### src/rtl/npu_param_loader_if.sv
// Command and byte-stream handshake bundle between the host side and the
// NPU parameter loader. The host is the master; the loader is the slave.
interface npu_param_loader_if;
  logic        cmd_valid;
  logic        cmd_ready;
  logic [1:0]  cmd_target;
  logic [15:0] cmd_base;
  logic [15:0] cmd_len;
  logic        in_valid;
  logic        in_ready;
  logic [7:0]  in_data;
  logic        abort;

  modport master (
    output cmd_valid, cmd_target, cmd_base, cmd_len, in_valid, in_data, abort,
    input  cmd_ready, in_ready
  );

  modport slave (
    input  cmd_valid, cmd_target, cmd_base, cmd_len, in_valid, in_data, abort,
    output cmd_ready, in_ready
  );
endinterface

### src/rtl/npu_param_loader.sv
// Write-side loader for the NPU memory block. Takes a load command (target,
// base byte address, byte count) followed by a byte stream, and turns each
// accepted byte into one registered write on the selected RAM's write port.
module npu_param_loader #(
  parameter int IMG_BYTES   = 4096,
  parameter int PARAM_BYTES = 32768
) (
  input  logic        clk,
  input  logic        reset,
  npu_param_loader_if.slave bus,
  output logic [9:0]  image_ram_addr_a,
  output logic [7:0]  data_image0,
  output logic [7:0]  data_image1,
  output logic [7:0]  data_image2,
  output logic [7:0]  data_image3,
  output logic        we_image0,
  output logic        we_image1,
  output logic        we_image2,
  output logic        we_image3,
  output logic [14:0] conv_ram_addr_a,
  output logic [14:0] dense_ram_addr_a,
  output logic [14:0] denseb_ram_addr_a,
  output logic [7:0]  data_conv,
  output logic [7:0]  data_dense,
  output logic [7:0]  data_denseb,
  output logic        we_conv,
  output logic        we_dense,
  output logic        we_denseb,
  output logic        busy,
  output logic        done,
  output logic        err
);

  typedef enum logic [1:0] {IDLE = 2'd0, LOAD = 2'd1, FIN = 2'd2} state_t;

  localparam logic [1:0] TGT_IMAGE = 2'd0;
  localparam logic [1:0] TGT_CONV  = 2'd1;
  localparam logic [1:0] TGT_DENSE = 2'd2;

  state_t      state_reg;
  logic [1:0]  target_reg;
  logic [14:0] ptr_reg;        // base + len never exceeds 32768, so 15 bits suffice
  logic [15:0] remaining_reg;
  logic [3:0]  we_image_reg;
  logic [7:0]  data_image_reg [4];

  logic [16:0] cmd_end;
  logic [16:0] capacity;
  logic        cmd_bad;
  logic        in_ready_int;
  logic        accept;

  // Range check on the incoming command; only used in IDLE and only
  // affects registered state, so there is no path from cmd_* to RAM ports.
  assign cmd_end  = {1'b0, bus.cmd_base} + {1'b0, bus.cmd_len};
  assign capacity = (bus.cmd_target == TGT_IMAGE) ? 17'(IMG_BYTES) : 17'(PARAM_BYTES);
  assign cmd_bad  = (bus.cmd_len == 16'd0) || (cmd_end > capacity);

  // Abort masks in_ready so the byte presented with abort is never taken.
  assign in_ready_int  = (state_reg == LOAD) && !bus.abort;
  assign accept        = in_ready_int && bus.in_valid;
  assign bus.in_ready  = in_ready_int;
  assign bus.cmd_ready = (state_reg == IDLE);
  assign busy          = (state_reg != IDLE);

  assign we_image0   = we_image_reg[0];
  assign we_image1   = we_image_reg[1];
  assign we_image2   = we_image_reg[2];
  assign we_image3   = we_image_reg[3];
  assign data_image0 = data_image_reg[0];
  assign data_image1 = data_image_reg[1];
  assign data_image2 = data_image_reg[2];
  assign data_image3 = data_image_reg[3];

  // Loader FSM: command intake, per-byte write-port generation, completion and abort.
  always_ff @(posedge clk) begin
    if (!reset) begin
      state_reg         <= IDLE;
      target_reg        <= TGT_IMAGE;
      ptr_reg           <= '0;
      remaining_reg     <= '0;
      we_image_reg      <= '0;
      for (int i = 0; i < 4; i++) data_image_reg[i] <= '0;
      image_ram_addr_a  <= '0;
      conv_ram_addr_a   <= '0;
      dense_ram_addr_a  <= '0;
      denseb_ram_addr_a <= '0;
      data_conv         <= '0;
      data_dense        <= '0;
      data_denseb       <= '0;
      we_conv           <= 1'b0;
      we_dense          <= 1'b0;
      we_denseb         <= 1'b0;
      done              <= 1'b0;
      err               <= 1'b0;
    end else begin
      // Write enables and status pulses last exactly one cycle.
      we_image_reg <= '0;
      we_conv      <= 1'b0;
      we_dense     <= 1'b0;
      we_denseb    <= 1'b0;
      done         <= 1'b0;
      err          <= 1'b0;
      case (state_reg)
        IDLE: begin
          if (bus.cmd_valid) begin
            if (cmd_bad) begin
              err <= 1'b1;
            end else begin
              target_reg    <= bus.cmd_target;
              ptr_reg       <= bus.cmd_base[14:0];
              remaining_reg <= bus.cmd_len;
              state_reg     <= LOAD;
            end
          end
        end
        LOAD: begin
          if (bus.abort) begin
            state_reg <= IDLE;
            err       <= 1'b1;
          end else if (accept) begin
            case (target_reg)
              TGT_IMAGE: begin
                // Byte address interleaves across banks: low two bits pick the bank.
                we_image_reg[ptr_reg[1:0]]   <= 1'b1;
                data_image_reg[ptr_reg[1:0]] <= bus.in_data;
                image_ram_addr_a             <= ptr_reg[11:2];
              end
              TGT_CONV: begin
                we_conv         <= 1'b1;
                data_conv       <= bus.in_data;
                conv_ram_addr_a <= ptr_reg;
              end
              TGT_DENSE: begin
                we_dense         <= 1'b1;
                data_dense       <= bus.in_data;
                dense_ram_addr_a <= ptr_reg;
              end
              default: begin
                we_denseb         <= 1'b1;
                data_denseb       <= bus.in_data;
                denseb_ram_addr_a <= ptr_reg;
              end
            endcase
            ptr_reg       <= ptr_reg + 15'd1;
            remaining_reg <= remaining_reg - 16'd1;
            if (remaining_reg == 16'd1) begin
              state_reg <= FIN;
              done      <= 1'b1;
            end
          end
        end
        FIN: begin
          state_reg <= IDLE;
        end
        default: begin
          state_reg <= IDLE;
        end
      endcase
    end
  end

endmodule

### src/flat_wrapper.sv
// flat-port wrapper written by rule: the top's interface ports become plain ports
module npu_param_loader_flat 
#(
  parameter int IMG_BYTES   = 4096,
  parameter int PARAM_BYTES = 32768
)
  (clk, reset, image_ram_addr_a, data_image0, data_image1, data_image2, data_image3, we_image0, we_image1, we_image2, we_image3, conv_ram_addr_a, dense_ram_addr_a, denseb_ram_addr_a, data_conv, data_dense, data_denseb, we_conv, we_dense, we_denseb, busy, done, err, bus_cmd_valid, bus_cmd_target, bus_cmd_base, bus_cmd_len, bus_in_valid, bus_in_data, bus_abort, bus_cmd_ready, bus_in_ready);
  npu_param_loader_if bus_i ();
  input  logic clk;
  input  logic reset;
  output logic [9:0] image_ram_addr_a;
  output logic [7:0] data_image0;
  output logic [7:0] data_image1;
  output logic [7:0] data_image2;
  output logic [7:0] data_image3;
  output logic we_image0;
  output logic we_image1;
  output logic we_image2;
  output logic we_image3;
  output logic [14:0] conv_ram_addr_a;
  output logic [14:0] dense_ram_addr_a;
  output logic [14:0] denseb_ram_addr_a;
  output logic [7:0] data_conv;
  output logic [7:0] data_dense;
  output logic [7:0] data_denseb;
  output logic we_conv;
  output logic we_dense;
  output logic we_denseb;
  output logic busy;
  output logic done;
  output logic err;
  input wire logic [$bits(bus_i.cmd_valid)-1:0] bus_cmd_valid;
  input wire logic [$bits(bus_i.cmd_target)-1:0] bus_cmd_target;
  input wire logic [$bits(bus_i.cmd_base)-1:0] bus_cmd_base;
  input wire logic [$bits(bus_i.cmd_len)-1:0] bus_cmd_len;
  input wire logic [$bits(bus_i.in_valid)-1:0] bus_in_valid;
  input wire logic [$bits(bus_i.in_data)-1:0] bus_in_data;
  input wire logic [$bits(bus_i.abort)-1:0] bus_abort;
  output wire logic [$bits(bus_i.cmd_ready)-1:0] bus_cmd_ready;
  output wire logic [$bits(bus_i.in_ready)-1:0] bus_in_ready;
  assign bus_i.cmd_valid = bus_cmd_valid;
  assign bus_i.cmd_target = bus_cmd_target;
  assign bus_i.cmd_base = bus_cmd_base;
  assign bus_i.cmd_len = bus_cmd_len;
  assign bus_i.in_valid = bus_in_valid;
  assign bus_i.in_data = bus_in_data;
  assign bus_i.abort = bus_abort;
  assign bus_cmd_ready = bus_i.cmd_ready;
  assign bus_in_ready = bus_i.in_ready;
  npu_param_loader #(.IMG_BYTES(IMG_BYTES), .PARAM_BYTES(PARAM_BYTES)) u_core (.clk(clk), .reset(reset), .bus(bus_i), .image_ram_addr_a(image_ram_addr_a), .data_image0(data_image0), .data_image1(data_image1), .data_image2(data_image2), .data_image3(data_image3), .we_image0(we_image0), .we_image1(we_image1), .we_image2(we_image2), .we_image3(we_image3), .conv_ram_addr_a(conv_ram_addr_a), .dense_ram_addr_a(dense_ram_addr_a), .denseb_ram_addr_a(denseb_ram_addr_a), .data_conv(data_conv), .data_dense(data_dense), .data_denseb(data_denseb), .we_conv(we_conv), .we_dense(we_dense), .we_denseb(we_denseb), .busy(busy), .done(done), .err(err));
endmodule
### config.mk
export PLATFORM = sky130hd
export DESIGN_NAME = npu_param_loader_flat
export DESIGN_NICKNAME = d
export VERILOG_FILES = /design/src/rtl/npu_param_loader_if.sv /design/src/rtl/npu_param_loader.sv /design/src/flat_wrapper.sv
export SDC_FILE = /design/constraint.sdc
export NUM_CORES = 1
export LEC_CHECK = 0
export ABC_AREA = 1
export CORE_ASPECT_RATIO = 1.25
export CORE_UTILIZATION = 51
export CTS_BUF_LIST = sky130_fd_sc_hd__clkbuf_4 sky130_fd_sc_hd__clkbuf_8 sky130_fd_sc_hd__clkbuf_16
export CTS_CLUSTER_SIZE = 40
export DETAILED_ROUTE_END_ITERATION = 8
export PLACE_DENSITY = 0.79
export SYNTH_ARGS = -nofsm -noshare
export SYNTH_HDL_FRONTEND = slang
export SYNTH_SLANG_ARGS = --single-unit
### constraint.sdc
create_clock -name clk -period 3.47 [get_ports clk]
set_clock_uncertainty 0.1 [all_clocks]
set_input_delay 0.5205 -clock clk [delete_from_list [all_inputs] [get_ports clk]]
set_output_delay 0.5205 -clock clk [all_outputs]
set_load 0.1 [all_outputs]
==> results.md, run 1 <==
* Cts hold-fix bufs at 0
* Pwr Density at 460 nW/µm²
* Antenna violations before repair at 0
* Congestion Overflow GR at 0
* Met3 wire len at 1210 µm
* YS warnings at 0
* Diodes inserted at 0
* Final worst path period need at 3.16 ns
* Met2 WL at 11,400 µm
* Ports at 170
* H-tree depth at 4
* CTS Buffer Depth at 2
* Chip Width at 111 µm
* WL per Instance at 15.5 µm
* Final setup vio count at 0
* Clk root buf: clkbuf_16
* VDD IR max at 399 µV
* # clock sinks at 155
* Mapped Cells at 1,024
* Tcrit/Tclk final at 0.912
* Worst Hold Class: register to register
* Synth Area per Inst at 7.39 µm²
* Final WL at 22,500 µm
* Worst EP required at 3.68 ns
* Post-synth top flop: dfxtp_1
* Crit path launch type: input port
* Post-Syn Nets at 1,096
* Critical path endpoint category: register
* Slew @ Worst Pin at 1.06 ns
* Lkg Pwr at 4.71 nW
* Highest metal used: met4
* Clk_lat worst skew at 0.42 ns
* Largest cells by area after synthesis: dfxtp_1, edfxtp_1, nand2_1
* Vias in the first global route at 7,076
* Worst EP arrival at 3.38 ns
* Post-synth cell types at 42
* Max FO, Critical Path at 10
* Total negative setup slack at 0 ns
* FILL cells at 1,044
* Met1 Wirelength at 8840 µm
* Max-cap violations at 0
* Syn-to-layout area delta at 42.4%
* Largest net degree at the start of global routing at 116
* Most common cell in the netlist: nand2_1
* Port Buf Inserts at 169
* Async set-or-reset flop fraction in the synthesized netlist at 0
* Layout cells sized above 1 at 0.147
* DRC at 0
* Slew margin rel. at 0.289
* CTS buffer count at 17
* Detailed Route Iter0 Violations at 771
* FP Rows at 49
* Non-Filler Instances at 1,447
* Vias per cell at 5.33
* Hold Fails Final Rpt at 0
* Number of instances in the placed design at 1,407
* EDFF count, synth at 32
* First-pass GRT wire length at 35,400 µm
* Post-synth top cells: nand2_1, nor2_1, inv_1
* DR pass1 iterations at 5
* Outcome: finished clean
* Synth area leader: dfxtp_1
* Top cell type's share of synthesized area at 0.326
* DR vias at 7,714
* Worst-path clk slew at 0.06 ns
* Initial Util at 0.525
* CP Class: input port to register
* Final RePlAce weighted congestion at 0.976
* Chip height at 138 µm
* Part of the Yosys area used for sequential elements at 0.453
* Antenna Nets Post-Route at 0
* Peak Freq at 316 MHz
* #FFs+latches synth at 155
* RSZ-0062 raised after global routing: no
* DIE AREA at 15,300 µm²
* Tot GR Track Use at 0.289
* Core box area at 14,400 µm²
* TritonCTS clock tree: built
* Largest register FFs at 32
* DP Wirelength at 16,000 µm
* Synthesized area at 7560 µm²
* Fin nets at 1,328
* Fin. max-slew vios at 0
## report_power, final
group / switching, mW / leakage, nW / internal (mW)
clock network: 0.802 / 0.271 / 1.01
registers: 0.0823 / 1.33 / 1.91
logic: 0.714 / 3.11 / 0.444
total: 1.60 / 4.71 / 3.36
## cell families (layout without fill, tap and decap cells)
group	count (synthesis)	count (layout)	share of synthesized area
fa+ha+maj	25	25	0.0423
xor+xnor	14	14	0.0162
buf+inv	189	434	0.0984
mux	10	10	0.0132
flops	155	155	0.453
compound gates	204	204	0.140
simple gates	427	427	0.237
## stage by stage
step	instance area (µm²)	utilization	power [mW]	worst slack, ns	hold slack [ns]
floorplan	7570	-	2.72	0.200	0.354
global placement	9920	0.689	3.07	-0.489	0.331
detailed placement	9920	0.689	3.09	-0.581	0.337
CTS	10600	0.735	4.91	-0.00316	0.347
global route	10800	0.748	5.18	0.000928	0.366
finish	10800	0.748	4.96	0.305	0.345
## timing repair
action                                  in CTS  in global routing
endpoints found under the setup margin      33                 35
resized for setup                           24                 64
pin swaps                                    7                 24
buffers inserted                             3                  3
cloned                                       1                  1
## worst max-delay path, stage by stage
cell and delay (ns):
clkbuf_2 0.12, ha_1 0.30, nand2_1 0.07, nand2_2 0.09
nand3_2 0.09, nand2_2 0.09, nand3_2 0.07, nand2_2 0.07
nand2_2 0.06, a21oi_2 0.11, nor2_1 0.06, xor2_1 0.15
ha_1 0.31, nand3_1 0.08, nor2_1 0.09, nand2_1 0.07
nor2_2 0.07, nand4_1 0.09, nor2_1 0.11, nand2_1 0.07
nand2_2 0.11, nand3_4 0.10, nand2_8 0.15, buf_12 0.13
nand2_1 0.05, nand2_1 0.07, nor2_1 0.06
## area by class of cell
class / count / area [µm²] / share of cell area
clock buffer: 17 / 425 / 0.0395
tap: 178 / 223 / 0.0207
sequential: 155 / 3420 / 0.318
inverter: 145 / 544 / 0.0505
multi-input combinational: 680 / 3610 / 0.335
timing repair buffer: 257 / 2390 / 0.222
clock inverter: 15 / 155 / 0.0144
## worst paths after layout
kind | start | endpoint | slack [ns] | cells after the start
max | bus_cmd_len[1] | u_core.ptr_reg[4]$_SDFFE_PN0P_ | 0.31 | 27
min | u_core.data_denseb[4]$_SDFFE_PN0P_ | u_core.data_denseb[4]$_SDFFE_PN0P_ | 0.34 | 2
max reg2reg | u_core.state_reg[0]$_SDFFE_PN0P_ | u_core.data_image_reg[0][1]$_SDFFCE_PN0P_ | 0.77 | 12
min reg2reg | u_core.data_denseb[4]$_SDFFE_PN0P_ | u_core.data_denseb[4]$_SDFFE_PN0P_ | 0.34 | 2
## layer usage
layer  up-vias  global-route usage
met2       303               0.515
met1      3576               0.338
met3        63              0.0456
met5         -                   0
li1       3772                   -
met4         0               0.137
## cells in the final DEF (no fill, tap or decap), types with 4 or more instances in the layout
cell,Yosys,final
clkbuf_2,0,14
nor2_2,1,5
mux2i_1,10,10
buf_12,0,4
nand3_2,2,5
nand3_1,60,57
edfxtp_1,32,32
nand4_1,7,7
nor2_1,151,147
o21ai_0,97,97
dlymetal6s2s_1,0,12
clkbuf_16,0,18
nor3_1,8,8
buf_4,1,85
xor2_1,12,12
clkinvlp_4,0,4
nand2_1,180,172
inv_6,0,4
clkdlybuf4s50_1,0,138
a21oi_1,93,90
ha_4,0,11
ha_1,24,12
inv_1,142,141
nand2_2,5,13
dfxtp_1,123,123
Note: power is estimated with default switching activity, not from simulation.
==> run 2: changes to the inputs <==
--- a/config.mk
+++ b/config.mk
@@ -12,6 +12,7 @@
 export CTS_CLUSTER_SIZE = 40
 export DETAILED_ROUTE_END_ITERATION = 8
 export PLACE_DENSITY = 0.79
+export SETUP_SLACK_MARGIN = 0.02
 export SYNTH_ARGS = -nofsm -noshare
 export SYNTH_HDL_FRONTEND = slang
 export SYNTH_SLANG_ARGS = --single-unit
==> results.md, run 2 (synthesis results as in run 1) <==
* # clock sinks at 155
* Vias in the first global route at 7,177
* Final setup vio count at 0
* Chip Width at 111 µm
* CTS buffer count at 17
* Lkg Pwr at 4.69 nW
* Worst EP required at 3.73 ns
* Pwr Density at 461 nW/µm²
* Family with the most delay on the worst path: simple AND/OR/NAND/NOR gates
* Ports at 170
* Detailed Route Iter0 Violations at 690
* Port Buf Inserts at 169
* TritonCTS clock tree: built
* Fin. max-slew vios at 0
* Chip height at 138 µm
* CTS Buffer Depth at 2
* Register area at 3420 µm²
* Outcome: finished clean
* Hold Fails Final Rpt at 0
* Total negative setup slack at 0 ns
* Worst-path clk slew at 0.06 ns
* Vias per cell at 5.32
* Most common cell after layout, fill and taps aside: nand2_1
* CP Class: input port to register
* Initial Util at 0.525
* Slew @ Worst Pin at 1.05 ns
* Max-cap violations at 0
* Congestion Overflow GR at 0
* Area of the multi-input gates at 3650 µm²
* Fin nets at 1,331
* WP buf/inv at 3
* VDD IR max at 399 µV
* Clk_lat worst skew at 0.42 ns
* First-pass GRT wire length at 35,600 µm
* Crit path launch type: input port
* Cts hold-fix bufs at 0
* DRC at 0
* Worst Hold Class: register to register
* Antenna violations before repair at 0
* Worst EP arrival at 3.44 ns
* Largest net degree at the start of global routing at 116
* DR vias at 7,718
* Layout cells sized above 1 at 0.158
* Largest register FFs at 32
* DIE AREA at 15,300 µm²
* Commonest non-fill, non-tap cells in the layout: nand2_1, nor2_1, inv_1, clkdlybuf4s50_1, dfxtp_1
* Antenna Nets Post-Route at 0
* Clk root buf: clkbuf_16
* Tot GR Track Use at 0.291
* Final RePlAce weighted congestion at 0.976
* FP Rows at 49
* DR pass1 iterations at 5
* Final WL at 22,500 µm
* Core box area at 14,400 µm²
* Largest stage delay, worst path at 0.30 ns
* CP max stage cell: ha_1
* Syn-to-layout area delta at 43.1%
* DP Wirelength at 16,000 µm
* Tcrit/Tclk final at 0.917
* WL per Instance at 15.5 µm
* Slew margin rel. at 0.295
* Critical path endpoint category: register
* Peak Freq at 314 MHz
* Max FO, Critical Path at 10
* FILL cells at 1,040
* Diodes inserted at 0
* Final worst path period need at 3.18 ns
* Total power at 4.98 mW
* H-tree depth at 4
## run 2: per-stage QoR
step	utilization	hold WS [ns]	setup slack (ns)	std cells	cell area, µm²
6_report	0.751	0.344	0.287	1450	10800
5_1_grt	0.751	0.366	-0.0145	1450	10800
4_1_cts	0.743	0.347	0.0221	1446	10700
2_1_floorplan	-	0.354	0.200	1024	7570
3_3_place_gp	0.689	0.331	-0.489	1407	9920
3_5_place_dp	0.689	0.337	-0.581	1407	9920
## run 2: path summary, 6_finish.rpt
| check | slack, ns | startpoint | to | cells after the start |
|---|---|---|---|---|
| setup / recovery | 0.29 | bus_cmd_len[1] | u_core.ptr_reg[4]$_SDFFE_PN0P_ | 27 |
| hold / removal | 0.34 | u_core.data_denseb[5]$_SDFFE_PN0P_ | u_core.data_denseb[5]$_SDFFE_PN0P_ | 2 |
| setup reg to reg | 0.77 | u_core.state_reg[0]$_SDFFE_PN0P_ | u_core.data_image_reg[0][1]$_SDFFCE_PN0P_ | 12 |
| hold reg to reg | 0.34 | u_core.data_denseb[5]$_SDFFE_PN0P_ | u_core.data_denseb[5]$_SDFFE_PN0P_ | 2 |
## run 2: cell type report
| cell class | count | area share |
|---|---|---|
| clock inverter | 15 | 0.0143 |
| inverter | 145 | 0.0503 |
| sequential | 155 | 0.316 |
| timing repair buffer | 260 | 0.222 |
| tap | 178 | 0.0206 |
| clock buffer | 17 | 0.0393 |
| multi-input combinational | 680 | 0.337 |
## run 2: worst register-to-register path, cell delays in order (launching register included)
cell and delay [ns]:
dfxtp_1 0.35, inv_1 0.05, nor2_1 0.14, inv_2 0.06
nor2_2 0.19, nand2_2 0.09, nor3_1 0.14, inv_1 0.23
nor2_1 0.22, inv_1 0.08, nor2_1 0.13, nand2_1 0.22
nand2_1 0.37
## run 2: metal layers
layer  vias up  share of wire  GRT usage
met5         -              0          0
met4         0          0.045      0.145
met3        68          0.060     0.0465
met2       330           0.50      0.519
met1      3553           0.39      0.337
li1       3767              -          -
## run 2: power by group
| part | total, mW | switching, mW | internal (mW) |
|---|---|---|---|
| Combinational | 1.18 | 0.721 | 0.460 |
| Sequential | 1.99 | 0.0825 | 1.91 |
| Clock | 1.81 | 0.805 | 1.01 |
## run 2: repair_timing
item                       4_1_cts  5_1_grt
buffers inserted                 5        4
setup endpoints to repair       33       35
gates resized for setup         42       67
pin swaps                       20       29
cloned                           2        0
==> run 3: changes to the inputs <==
--- a/config.mk
+++ b/config.mk
@@ -11,8 +11,10 @@
 export CTS_BUF_LIST = sky130_fd_sc_hd__clkbuf_4 sky130_fd_sc_hd__clkbuf_8 sky130_fd_sc_hd__clkbuf_16
 export CTS_CLUSTER_SIZE = 40
 export DETAILED_ROUTE_END_ITERATION = 8
+export GPL_TIMING_DRIVEN = 0
 export PLACE_DENSITY = 0.79
 export SETUP_SLACK_MARGIN = 0.02
+export SLEW_MARGIN = 10
 export SYNTH_ARGS = -nofsm -noshare
 export SYNTH_HDL_FRONTEND = slang
 export SYNTH_SLANG_ARGS = --single-unit
==> results.md, run 3 (synthesis results as in run 1) <==
* Outcome: finished with violations
* Failing checks: setup timing
* Hold endpoint: u_core.conv_ram_addr_a[11]$_SDFFE_PN0P_
* Largest register FFs at 32
* Worst hold start: u_core.conv_ram_addr_a[11]$_SDFFE_PN0P_
* Largest net degree at the start of global routing at 17
* Final RePlAce weighted congestion at 0.891
* Sequential Power Share at 0.394
* Most common cell after layout, fill and taps aside: nand2_1
* Slew @ Worst Pin at 1.21 ns
* Largest stage delay, worst path at 0.32 ns
* Congestion Overflow GR at 0
* Antenna Nets Post-Route at 0
* Worst Hold Class: register to register
* TritonCTS clock tree: built
* DR vias at 7,945
* CP Class: input port to register
* Psw at 1.67 mW
* DP Wirelength at 17,100 µm
* Lkg Pwr at 4.51 nW
* Final Hold Slack at 0.342 ns
* Clk_lat worst skew at 0.43 ns
* DIE AREA at 15,300 µm²
* Met3 wire len at 1620 µm
* Cts hold-fix bufs at 0
* # clock sinks at 155
* Util after Layout at 0.747
* Tcrit/Tclk final at 1.01
* Max FO, Critical Path at 6
* Port Buf Inserts at 168
* Worst-path clk slew at 0.07 ns
* Number of instances in the placed design at 1,370
* DRC at 0
* CTS Buffer Depth at 2
* Critical R2R Launch: u_core.state_reg[0]$_SDFFE_PN0P_
* FP Rows at 49
* RSZ-0062 raised after global routing: yes
* Antenna violations before repair at 0
* Hold Fails Final Rpt at 0
* First-pass GRT wire length at 37,500 µm
* Peak Freq at 286 MHz
* DR pass1 iterations at 5
* Met1 Wirelength at 9150 µm
* Fin. max-slew vios at 0
* Worst EP required at 3.69 ns
* Critical path endpoint category: register
* Worst EP arrival at 3.72 ns
* CTS buffer count at 17
* Crit path launch type: input port
* Diodes inserted at 0
* Met2 WL at 12,300 µm
* Syn-to-layout area delta at 42.3%
* Initial Util at 0.525
* Cells on worst reg2reg path at 9
* Final WL at 24,500 µm
* Layout cells sized above 1 at 0.154
* Tot GR Track Use at 0.308
* H-tree depth at 4
* Commonest non-fill, non-tap cells in the layout: nand2_1, nor2_1, clkdlybuf4s50_1, inv_1, dfxtp_1
* Pwr Density at 467 nW/µm²
* Worst flop-to-flop path endpoint: u_core.data_image_reg[3][7]$_DFFE_PP_
* WL per Instance at 17.0 µm
* Chip Width at 111 µm
* Post-layout worst setup margin at -0.0321 ns
* Reg2Reg Setup Slack at 0.44 ns
* Fin nets at 1,324
* Logic pwr share at 0.240
* Max-cap violations at 0
* Vias per cell at 5.51
* Core box area at 14,400 µm²
* Detailed Route Iter0 Violations at 615
* Chip height at 138 µm
* Clock share of power at 0.366
* Sw Ratio at 0.332
* Highest metal used: met4
* FILL cells at 1,072
* Slew margin rel. at 0.186
* Hold Path Depth at 2
* Final worst path period need at 3.50 ns
* Ports at 170
* CP max stage cell: ha_1
* Clk root buf: clkbuf_16
* Design Area, Final at 10,800 µm²
* VDD IR max at 393 µV
* Dpl cell area at 9470 µm²
* Pint at 3.36 mW
* Pre-CTS setup slack at -0.983 ns
* Most frequent CP cell: nand2_2
* Non-Filler Instances at 1,443
* Final setup vio count at 11
* Vias in the first global route at 7,522
[run 3: cell types whose count changed in the layout (fill, tap and decap cells not counted), moves of 8 or more]
cell / previous run / this run
buf_4: 85 / 47
clkbuf_1: 0 / 34
clkbuf_2: 17 / 0
nand2_1: 167 / 151
nand2_2: 18 / 28
a21oi_1: 90 / 81
a21oi_2: 3 / 12
buf_2: 3 / 11
[run 3: layer usage]
layer / vias up / GRT usage
li1: 3755 / -
met1: 3666 / 0.346
met2: 419 / 0.540
met3: 105 / 0.0631
met4: 0 / 0.178
met5: - / 0
[run 3: cell type report]
class                   count  area (µm²)  share of cell area
inverters                 145         547              0.0508
well taps                 178         223              0.0207
clock buffers              17         425              0.0395
clock inverters            15         153              0.0142
flip-flops and latches    155        3420               0.318
multi-input cells         680        3800               0.353
repair buffers            212        2020               0.187
plain buffers              41         180              0.0167
[run 3: worst max path at each step]
stage / start / to
3_5_place_dp: bus_cmd_len[0] / u_core.ptr_reg[11]$_SDFFE_PN0P_
6_report: bus_cmd_base[3] / u_core.ptr_reg[13]$_SDFFE_PN0P_
5_1_grt: bus_cmd_base[3] / u_core.remaining_reg[0]$_SDFFE_PN0P_
3_3_place_gp: bus_cmd_len[8] / u_core.remaining_reg[6]$_SDFFE_PN0P_
4_1_cts: bus_cmd_len[4] / u_core.remaining_reg[14]$_SDFFE_PN0P_
2_1_floorplan: bus_cmd_len[0] / u_core.remaining_reg[3]$_SDFFE_PN0P_
[run 3: stage by stage]
stage / setup TNS [ns] / total power, mW
finish: -0.298 / 5.03
global route: -3.57 / 5.23
CTS: 0 / 4.89
detailed placement: -32.78 / 3.01
global placement: -34.15 / 2.99
floorplan: 0 / 2.72
[run 3: worst max-delay path: cells and delay by family]
kind,cells,cell delay [ns]
xor gates and xnor gates,1,0.16
adders and majority gates,2,0.60
and+or+nand+nor,20,1.88
AOI/OAI and AO/OA,1,0.11
buffers and inverters,4,0.41
[run 3: power by group through the flow]
stage               clock [mW]  combinational [mW]  sequential [mW]
global route              1.93                1.31             1.99
floorplan                    0               0.601             2.12
detailed placement           0               0.989             2.02
finish                    1.84                1.21             1.98
CTS                       1.83                1.08             1.98
global placement             0               0.975             2.02
[run 3: timing repair]
action | in CTS | in global routing
pin swaps | 24 | 52
resized for setup | 138 | 99
endpoints found under the hold margin | 0 | 0
gates cloned | 1 | 1
buffers inserted | 24 | 18
setup endpoints to repair | 35 | 34
